File: src/rtl/if_id_buffer_pkg.sv
// rtl/if_id_buffer_pkg.sv - shared fetch/decode constants for the IF/ID buffer
package if_id_buffer_pkg;

    localparam int DEFAULT_DEPTH  = 2;
    localparam int DEFAULT_DATA_W = 32;

    localparam logic [DEFAULT_DATA_W-1:0] NOP_INSTR = 32'h0000_0000;
    localparam logic [DEFAULT_DATA_W-1:0] PC_INCR   = 32'd4;

endpackage

File: src/rtl/if_id_entry_ram.sv
// rtl/if_id_entry_ram.sv - entry storage: one synchronous write port, one asynchronous read port
module if_id_entry_ram #(
    parameter int DEPTH  = 2,
    parameter int WIDTH  = 64,
    parameter int ADDR_W = 1
) (
    input  logic              clk_i,
    input  logic              wr_en_i,
    input  logic [ADDR_W-1:0] wr_addr_i,
    input  logic [WIDTH-1:0]  wr_data_i,
    input  logic [ADDR_W-1:0] rd_addr_i,
    output logic [WIDTH-1:0]  rd_data_o
);

    // Left unreset: an entry is only read while the control logic counts it as valid.
    logic [WIDTH-1:0] mem_q [DEPTH];

    always_ff @(posedge clk_i) begin
        if (wr_en_i) begin
            mem_q[wr_addr_i] <= wr_data_i;
        end
    end

    assign rd_data_o = mem_q[rd_addr_i];

endmodule

File: src/rtl/if_id_buffer.sv
// rtl/if_id_buffer.sv - FIFO between fetch and decode holding instruction and PC+4
module if_id_buffer
    import if_id_buffer_pkg::*;
#(
    parameter int DEPTH  = DEFAULT_DEPTH,
    parameter int DATA_W = DEFAULT_DATA_W
) (
    input  logic                     Clk,
    input  logic                     Reset,
    input  logic [DATA_W-1:0]        InInstruction,
    input  logic [DATA_W-1:0]        InPC,
    input  logic                     InValid,
    output logic                     InReady,
    output logic [DATA_W-1:0]        OutInstruction,
    output logic [DATA_W-1:0]        OutPCPlus4,
    output logic                     OutValid,
    input  logic                     OutReady,
    input  logic                     Flush,
    output logic [$clog2(DEPTH):0]   Count
);

    localparam int PTR_W = $clog2(DEPTH);
    localparam int CNT_W = PTR_W + 1;

    logic [PTR_W-1:0] wr_ptr_q, wr_ptr_d;
    logic [PTR_W-1:0] rd_ptr_q, rd_ptr_d;
    logic [CNT_W-1:0] count_q, count_d;

    logic              push;
    logic              pop;
    logic [DATA_W-1:0] pc_plus4;
    logic [DATA_W-1:0] rd_instr;
    logic [DATA_W-1:0] rd_pc_plus4;

    // Ready depends only on the registered count, so OutReady never reaches InReady.
    assign InReady  = (count_q < CNT_W'(DEPTH));
    assign OutValid = (count_q != '0);
    assign Count    = count_q;

    assign push = InValid && InReady && !Flush;
    assign pop  = OutValid && OutReady && !Flush;

    assign pc_plus4 = InPC + DATA_W'(PC_INCR);

    always_comb begin
        wr_ptr_d = wr_ptr_q;
        rd_ptr_d = rd_ptr_q;
        count_d  = count_q;
        if (Flush) begin
            wr_ptr_d = '0;
            rd_ptr_d = '0;
            count_d  = '0;
        end else begin
            if (push) begin
                wr_ptr_d = wr_ptr_q + PTR_W'(1);
            end
            if (pop) begin
                rd_ptr_d = rd_ptr_q + PTR_W'(1);
            end
            case ({push, pop})
                2'b10:   count_d = count_q + CNT_W'(1);
                2'b01:   count_d = count_q - CNT_W'(1);
                default: count_d = count_q;
            endcase
        end
    end

    always_ff @(posedge Clk or negedge Reset) begin
        if (!Reset) begin
            wr_ptr_q <= '0;
            rd_ptr_q <= '0;
            count_q  <= '0;
        end else begin
            wr_ptr_q <= wr_ptr_d;
            rd_ptr_q <= rd_ptr_d;
            count_q  <= count_d;
        end
    end

    if_id_entry_ram #(
        .DEPTH  (DEPTH),
        .WIDTH  (2 * DATA_W),
        .ADDR_W (PTR_W)
    ) u_entry_ram (
        .clk_i     (Clk),
        .wr_en_i   (push),
        .wr_addr_i (wr_ptr_q),
        .wr_data_i ({pc_plus4, InInstruction}),
        .rd_addr_i (rd_ptr_q),
        .rd_data_o ({rd_pc_plus4, rd_instr})
    );

    // Empty buffer presents a NOP so decode never sees stale storage.
    assign OutInstruction = OutValid ? rd_instr    : DATA_W'(NOP_INSTR);
    assign OutPCPlus4     = OutValid ? rd_pc_plus4 : '0;

endmodule

File: config.mk
export PLATFORM = sky130hd
export DESIGN_NAME = if_id_buffer
export DESIGN_NICKNAME = d
export VERILOG_FILES = /design/src/rtl/if_id_buffer_pkg.sv /design/src/rtl/if_id_entry_ram.sv /design/src/rtl/if_id_buffer.sv
export SDC_FILE = /design/constraint.sdc
export NUM_CORES = 1
export LEC_CHECK = 0
export ABC_AREA = 1
export CAP_MARGIN = 25
export CORE_ASPECT_RATIO = 0.5
export CORE_MARGIN = 1.5
export CORE_UTILIZATION = 25
export DETAILED_ROUTE_END_ITERATION = 12
export PLACE_DENSITY = 0.54
export RECOVER_POWER = 25
export SLEW_MARGIN = 15
export SYNTH_ARGS = -nofsm -noshare
export SYNTH_HDL_FRONTEND = slang
export SYNTH_SLANG_ARGS = --single-unit
File: constraint.sdc
create_clock -name Clk -period 8.32 [get_ports Clk]
set_input_delay 0.832 -clock Clk [delete_from_list [all_inputs] [get_ports Clk]]
set_output_delay 0.832 -clock Clk [all_outputs]
set_load 0.1 [all_outputs]
==> results of run 1 <==
-- worst max-delay path, cell delays in order (launching register included) --
cell	delay (ns)
dfrtp_2	0.40
inv_2	0.25
buf_4	0.52
nand2_1	0.10
a21oi_1	0.20
clkdlybuf4s50_1	1.18
-- synth_stat cells (5+ instances only) --
library cell	number
nand3b_1	10
edfxtp_1	128
xor2_1	10
nor3_1	8
a21oi_1	67
nand2_1	212
nand3_1	11
clkbuf_1	11
inv_1	25
buf_1	7
xnor2_1	5
nor2_1	31
-- power by group through the flow --
| stage | Clock (W) | Sequential (W) | Combinational, W |
|---|---|---|---|
| after floorplan | 0 | 0.000865 | 0.00129 |
| after global placement | 0 | 0.000835 | 0.00175 |
| after detailed placement | 0 | 0.000837 | 0.00175 |
| after CTS | 0.000801 | 0.000823 | 0.00176 |
| after global routing | 0.000833 | 0.000827 | 0.00180 |
| final | 0.000783 | 0.000822 | 0.00173 |
-- area by class of cell --
class | instances | area [um2]
Clock buffer | 17 | 425
Tap cell | 307 | 384
Antenna cell | 1 | 2.50
Multi-Input combinational cell | 378 | 1790
Timing Repair Buffer | 141 | 1400
Fill cell | 2294 | 14800
Clock inverter | 15 | 191
Inverter | 28 | 105
Sequential cell | 132 | 3950
-- state kept, by name, summed over array words and instances (netlist names) --
signal             count
Count                  2
u_entry_ram.mem_q    128
rd_ptr_q               1
wr_ptr_q               1
-- cell families after synthesis --
kind of cell | count (synthesis) | synth area share [%]
simple gates | 291 | 21.6
flops | 132 | 66.7
compound gates | 71 | 6.10
buf+inv | 49 | 3.17
xor+xnor | 15 | 2.22
fa+ha+maj | 1 | 0.212
-- how the worst min path moves through the flow --
stage | to | slack [ns] | startpoint | cells after the start
after floorplan | wr_ptr_q$_DFFE_PN0P_ | 0.52 | wr_ptr_q$_DFFE_PN0P_ | 2
after global placement | wr_ptr_q$_DFFE_PN0P_ | 0.63 | wr_ptr_q$_DFFE_PN0P_ | 2
after detailed placement | wr_ptr_q$_DFFE_PN0P_ | 0.64 | wr_ptr_q$_DFFE_PN0P_ | 2
after CTS | Count[0]$_DFFE_PN0P_ | 0.60 | Reset | 1
after global routing | Count[0]$_DFFE_PN0P_ | 0.68 | Reset | 1
final | wr_ptr_q$_DFFE_PN0P_ | 0.65 | wr_ptr_q$_DFFE_PN0P_ | 2
-- stage by stage --
step | instance area (um2) | worst slack, ns | util (%)
after floorplan | 5910 | 3.99 | -
after global placement | 7640 | 4.75 | 33.2
after detailed placement | 7640 | 4.72 | 33.2
after CTS | 8250 | 4.24 | 35.8
after global routing | 8240 | 4.14 | 35.8
final | 8240 | 4.34 | 35.8
-- routing by layer --
layer,vias to the layer above,wire length [um]
li1,2186,-
met1,2091,6810
met2,80,8000
met3,14,557
met4,0,216
met5,-,0
==> out/results.tsv, run 1 <==
metric	value	unit
outcome	complete, but fails checks	
violated checks	design-rule violations	
die area	24600	um2
H-tree Lvls	4	
number of warnings printed during yosys synthesis	0	
critical path capture point	OutInstruction[0]	
area share of the largest cell type after synthesis	65.0	%
switching part of the total power	51.6	%
netlist area before placement	5910	um2
maximum fanout along the worst path	48	
cell count of the worst reg-to-reg path	4	
number of global-route vias before repair	4295	
skew final	0.00979	ns
Max clock buf depth	2	
global-route wire length before repair	24000	um
net load switching power	0.00172	W
flip-flop and latch count after synthesis	132	
post-cts sizing count	0	
number of distinct library cells after synthesis	28	
number of buffers inserted by hold repair at cts	0	
Post-DRT Antenna Nets	0	
Die Height	112	um
met2 track demand over resource in global routing	22.3	%
critical register-to-register path endpoint	u_entry_ram.mem_q[0][3]$_DFFE_PP_	
total power density per cell area	405	nW/um2
share of power burned in the clock network	23.5	%
launch point of the worst reg-to-reg path	Count[1]$_DFFE_PN0P_	
part of the power in registers	24.6	%
met3 global-route usage	3.42	%
layout cell share with drive strength beyond 1	8.30	%
overflow left after global routing	0	
Worst-Margin Slew	1.01	ns
Overall Global Routing Usage	13.1	%
number of design rule violations left after detail routing	4	
HP Class	flop to flop	
peak supply drop	0.213	mV
Critical Path RT	7.49	ns
overall routed net length	15600	um
area added between synthesis and finish	39.4	%
largest cells by area after synthesis	edfxtp_1 (65%), nand2_1 (13%), a21oi_1 (5.7%), nor2_1 (2.0%), dfrtp_1 (1.7%)	
clock tree from TritonCTS	built	
sum of negative setup slack	0	ns
most crowded layer after global routing	met2	
R2R Setup Slk	5.78	ns
initial antenna violation count	1	
final std cells w/o fill	1019	
dominant register cell in the synthesized netlist	edfxtp_1	
pin count of the biggest net entering global routing	65	
routability cong.	0.869	
clock latency on the worst-skew pair	0.42	ns
Max Freq	252	MHz
largest area contributor in the synthesized netlist	edfxtp_1	
ys async rst share	3.03	%
highest-count cells in the layout ignoring fill and taps	nand2_1 (212), edfxtp_1 (128), clkdlybuf4s50_1 (98)	
number of DRC markers in iteration 0	264	
starting density of the core	25.7	%
port bufs	136	
Worst-path clk slew	0.06	ns
row count	39	
sum of net half-perimeters after detailed placement	10600	um
crit path capture type	output pin	
met1 global-route usage	16.1	%
average cell area after synthesis	10.6	um2
Syn Nets	629	
core area	23000	um2
vias	4371	
Net count, final	768	
Root Driver	clkbuf_16	
element type at the critical path start	flop	
CTS sink cnt	132	
final critical-path share of the clock period	47.8	%
sequential element share of the synthesized area	66.7	%
hold violation total from the final report	0	
I/O Pins	137	
vias per inst	4.29	
logic gate share of total power	51.9	%
number of enable flip-flop cells after synthesis	128	
most common cell after layout, fill and taps aside	nand2_1	
leak pwr	2.96	nW
post-layout power	0.00334	W
cell count after placement	986	
hold slack final	0.652	ns
endpoint arrival time on the critical path	3.14	ns
critical setup path kind	flop to output pin	
per-cell routed wire length	15.3	um
number of detailed-route iterations in the first pass	11	
cell-internal power	0.00161	W
horizontal extent of the die	220	um
total of max-cap violations	0	
number of buffers added by the clock tree synthesis step	17	
Setup Fix Bufs, Post-CTS	0	
fin. max-slew vios	0	
time the worst path needs with I/O delays and setup	3.98	ns
Final setup viols	0	
instance count of the mapped netlist	559	
worst slew slack as a fraction of its limit	32.4	%
setup repair after global routing missed its margin	no	
Critical path origin	rd_ptr_q$_DFFE_PN0P_	
(Power assumes the default switching activity.)
==> run 2, diff against run 1 <==
==> constraint.sdc (replaced) <==
create_clock -name Clk -period 3.7 [get_ports Clk]
set_input_delay 0.37 -clock Clk [delete_from_list [all_inputs] [get_ports Clk]]
set_output_delay 0.37 -clock Clk [all_outputs]
set_load 0.1 [all_outputs]
==> run 2 against run 1 <==
  * The run still ends with design-rule violations left
  * Die area did not move
  * Combinational power rose by 120%
  * Critical path depth fell by 2
  * Global-route usage rose by 0.20 points
  * Critical path type unchanged
  * Critical endpoint is now OutValid
  * Largest cell class unchanged
  * Largest power group unchanged
==> out/results.tsv, run 2 (synthesis gave the netlist of run 1 again) <==
metric	value	unit
per-cell routed wire length	15.8	um
Final setup viols	0	
cell-internal power	0.00360	W
layout cell share with drive strength beyond 1	16.5	%
Worst-path clk slew	0.06	ns
cell count after placement	986	
Overall Global Routing Usage	13.3	%
Root Driver	clkbuf_16	
HP Class	primary input to async pin	
net load switching power	0.00386	W
time the worst path needs with I/O delays and setup	2.66	ns
storage element area	3950	um2
Die Height	112	um
most flop-heavy register	u_entry_ram.mem_q	
post-cts sizing count	0	
routability cong.	0.863	
die area	24600	um2
vias	4358	
Setup Fix Bufs, Post-CTS	0	
most common cell after layout, fill and taps aside	nand2_1	
Max clock buf depth	2	
number of global-route vias before repair	4452	
critical setup path kind	flop to output pin	
horizontal extent of the die	220	um
buffer and inverter count on the worst path	2	
final critical-path share of the clock period	71.8	%
starting density of the core	25.7	%
element type at the critical path start	flop	
post-layout power	0.00746	W
area added between synthesis and finish	37.0	%
share of power burned in the clock network	23.7	%
launch point of the worst reg-to-reg path	Count[1]$_DFFE_PN0P_	
delay of the slowest cell on the worst path	1.14	ns
fin. max-slew vios	0	
row count	39	
Crit-path slowest cell	clkdlybuf4s50_1	
outcome	complete, but fails checks	
number of inserted filler cells in the final layout	2297	
total power density per cell area	921	nW/um2
sum of net half-perimeters after detailed placement	11000	um
number of DRC markers in iteration 0	276	
violated checks	design-rule violations	
clock latency on the worst-skew pair	0.41	ns
R2R Setup Slk	1.71	ns
highest-count cells in the layout ignoring fill and taps	nand2_1 (212), edfxtp_1 (128), a21oi_1 (67)	
Post-DRT Antenna Nets	0	
switching part of the total power	51.8	%
Max Freq	376	MHz
skew final	0.0150	ns
Worst-Margin Slew	0.978	ns
sum of negative setup slack	0	ns
number of logic stages on the critical path including buffering	3	
final antenna diode count	0	
overflow left after global routing	0	
number of buffers inserted by hold repair at cts	0	
setup repair after global routing missed its margin	no	
H-tree Lvls	4	
endpoint arrival time on the critical path	2.29	ns
overall routed net length	16100	um
peak supply drop	0.470	mV
maximum fanout along the worst path	7	
flip-flop count of the largest register after layout	128	
Net count, final	768	
final std cells w/o fill	1017	
core area	23000	um2
vias per inst	4.29	
worst slew slack as a fraction of its limit	34.6	%
number of detailed-route iterations in the first pass	8	
pin count of the biggest net entering global routing	65	
total of max-cap violations	0	
hold violation total from the final report	0	
I/O Pins	137	
number of design rule violations left after detail routing	4	
number of buffers added by the clock tree synthesis step	17	
CTS sink cnt	132	
global-route wire length before repair	24600	um
part of the power in registers	24.8	%
cell count of the worst reg-to-reg path	4	
family of cells with the greatest summed delay on the critical path	buffers and inverters	
list of cells traversed by the critical path	inv_1 > nand2_1 > clkdlybuf4s50_1	
port bufs	136	
logic gate share of total power	51.5	%
area taken by multi-input logic gates	1760	um2
leak pwr	3.05	nW
Critical Path RT	3.33	ns
critical register-to-register path endpoint	u_entry_ram.mem_q[1][19]$_DFFE_PP_	
initial antenna violation count	0	
clock tree from TritonCTS	built	
crit path capture type	output pin	
## run 2: worst register-to-register path: stages (launching register included)
cell     delay [ns]
dfrtp_1        0.47
nor3_1         0.22
inv_1          0.14
nor2_4         0.45
buf_12         0.34
## run 2: final cells by class
type                    count  share of cell area, %
repair buffers            141                   15.9
multi-input cells         378                   21.8
clock inverters            14                   2.30
flip-flops and latches    132                   48.7
inverters                  28                   1.30
well taps                 307                   4.74
clock buffers              17                   5.25
## run 2: how the worst max path moves through the flow
stage	slack (ns)	from	endpoint
final	1.04	Count[1]$_DFFE_PN0P_	OutValid
after global routing	0.95	Count[1]$_DFFE_PN0P_	OutValid
after CTS	1.00	Count[1]$_DFFE_PN0P_	OutValid
after detailed placement	1.28	Flush	u_entry_ram.mem_q[1][60]$_DFFE_PP_
after global placement	1.30	Flush	u_entry_ram.mem_q[1][60]$_DFFE_PP_
after floorplan	0.37	Count[1]$_DFFE_PN0P_	OutInstruction[10]
## run 2: routing by layer
metal / vias up / share of wire, % / wire [um] / track usage (%)
met4: 0 / 0.82 / 132 / 4.04
met2: 69 / 53 / 8530 / 23.6
met5: - / 0 / 0 / 0
met1: 2108 / 43 / 6870 / 15.8
met3: 8 / 3.4 / 539 / 3.20
li1: 2173 / - / - / -
## run 2: through the flow
stage               setup WS (ns)  hold WS [ns]  util [%]  area [um2]
floorplan                   0.374        0.0744         -        5920
global placement             1.30         0.592      32.7        7530
detailed placement           1.28         0.594      32.7        7530
CTS                          1.00         0.152      35.3        8140
global route                0.948         0.235      35.2        8100
finish                       1.04         0.242      35.2        8100
## run 2: power groups by stage
stage | combinational (W) | sequential [W] | clock (W)
global route | 0.00399 | 0.00186 | 0.00187
floorplan | 0.00290 | 0.00194 | 0
CTS | 0.00390 | 0.00185 | 0.00180
global placement | 0.00389 | 0.00188 | 0
detailed placement | 0.00389 | 0.00188 | 0
finish | 0.00385 | 0.00185 | 0.00176
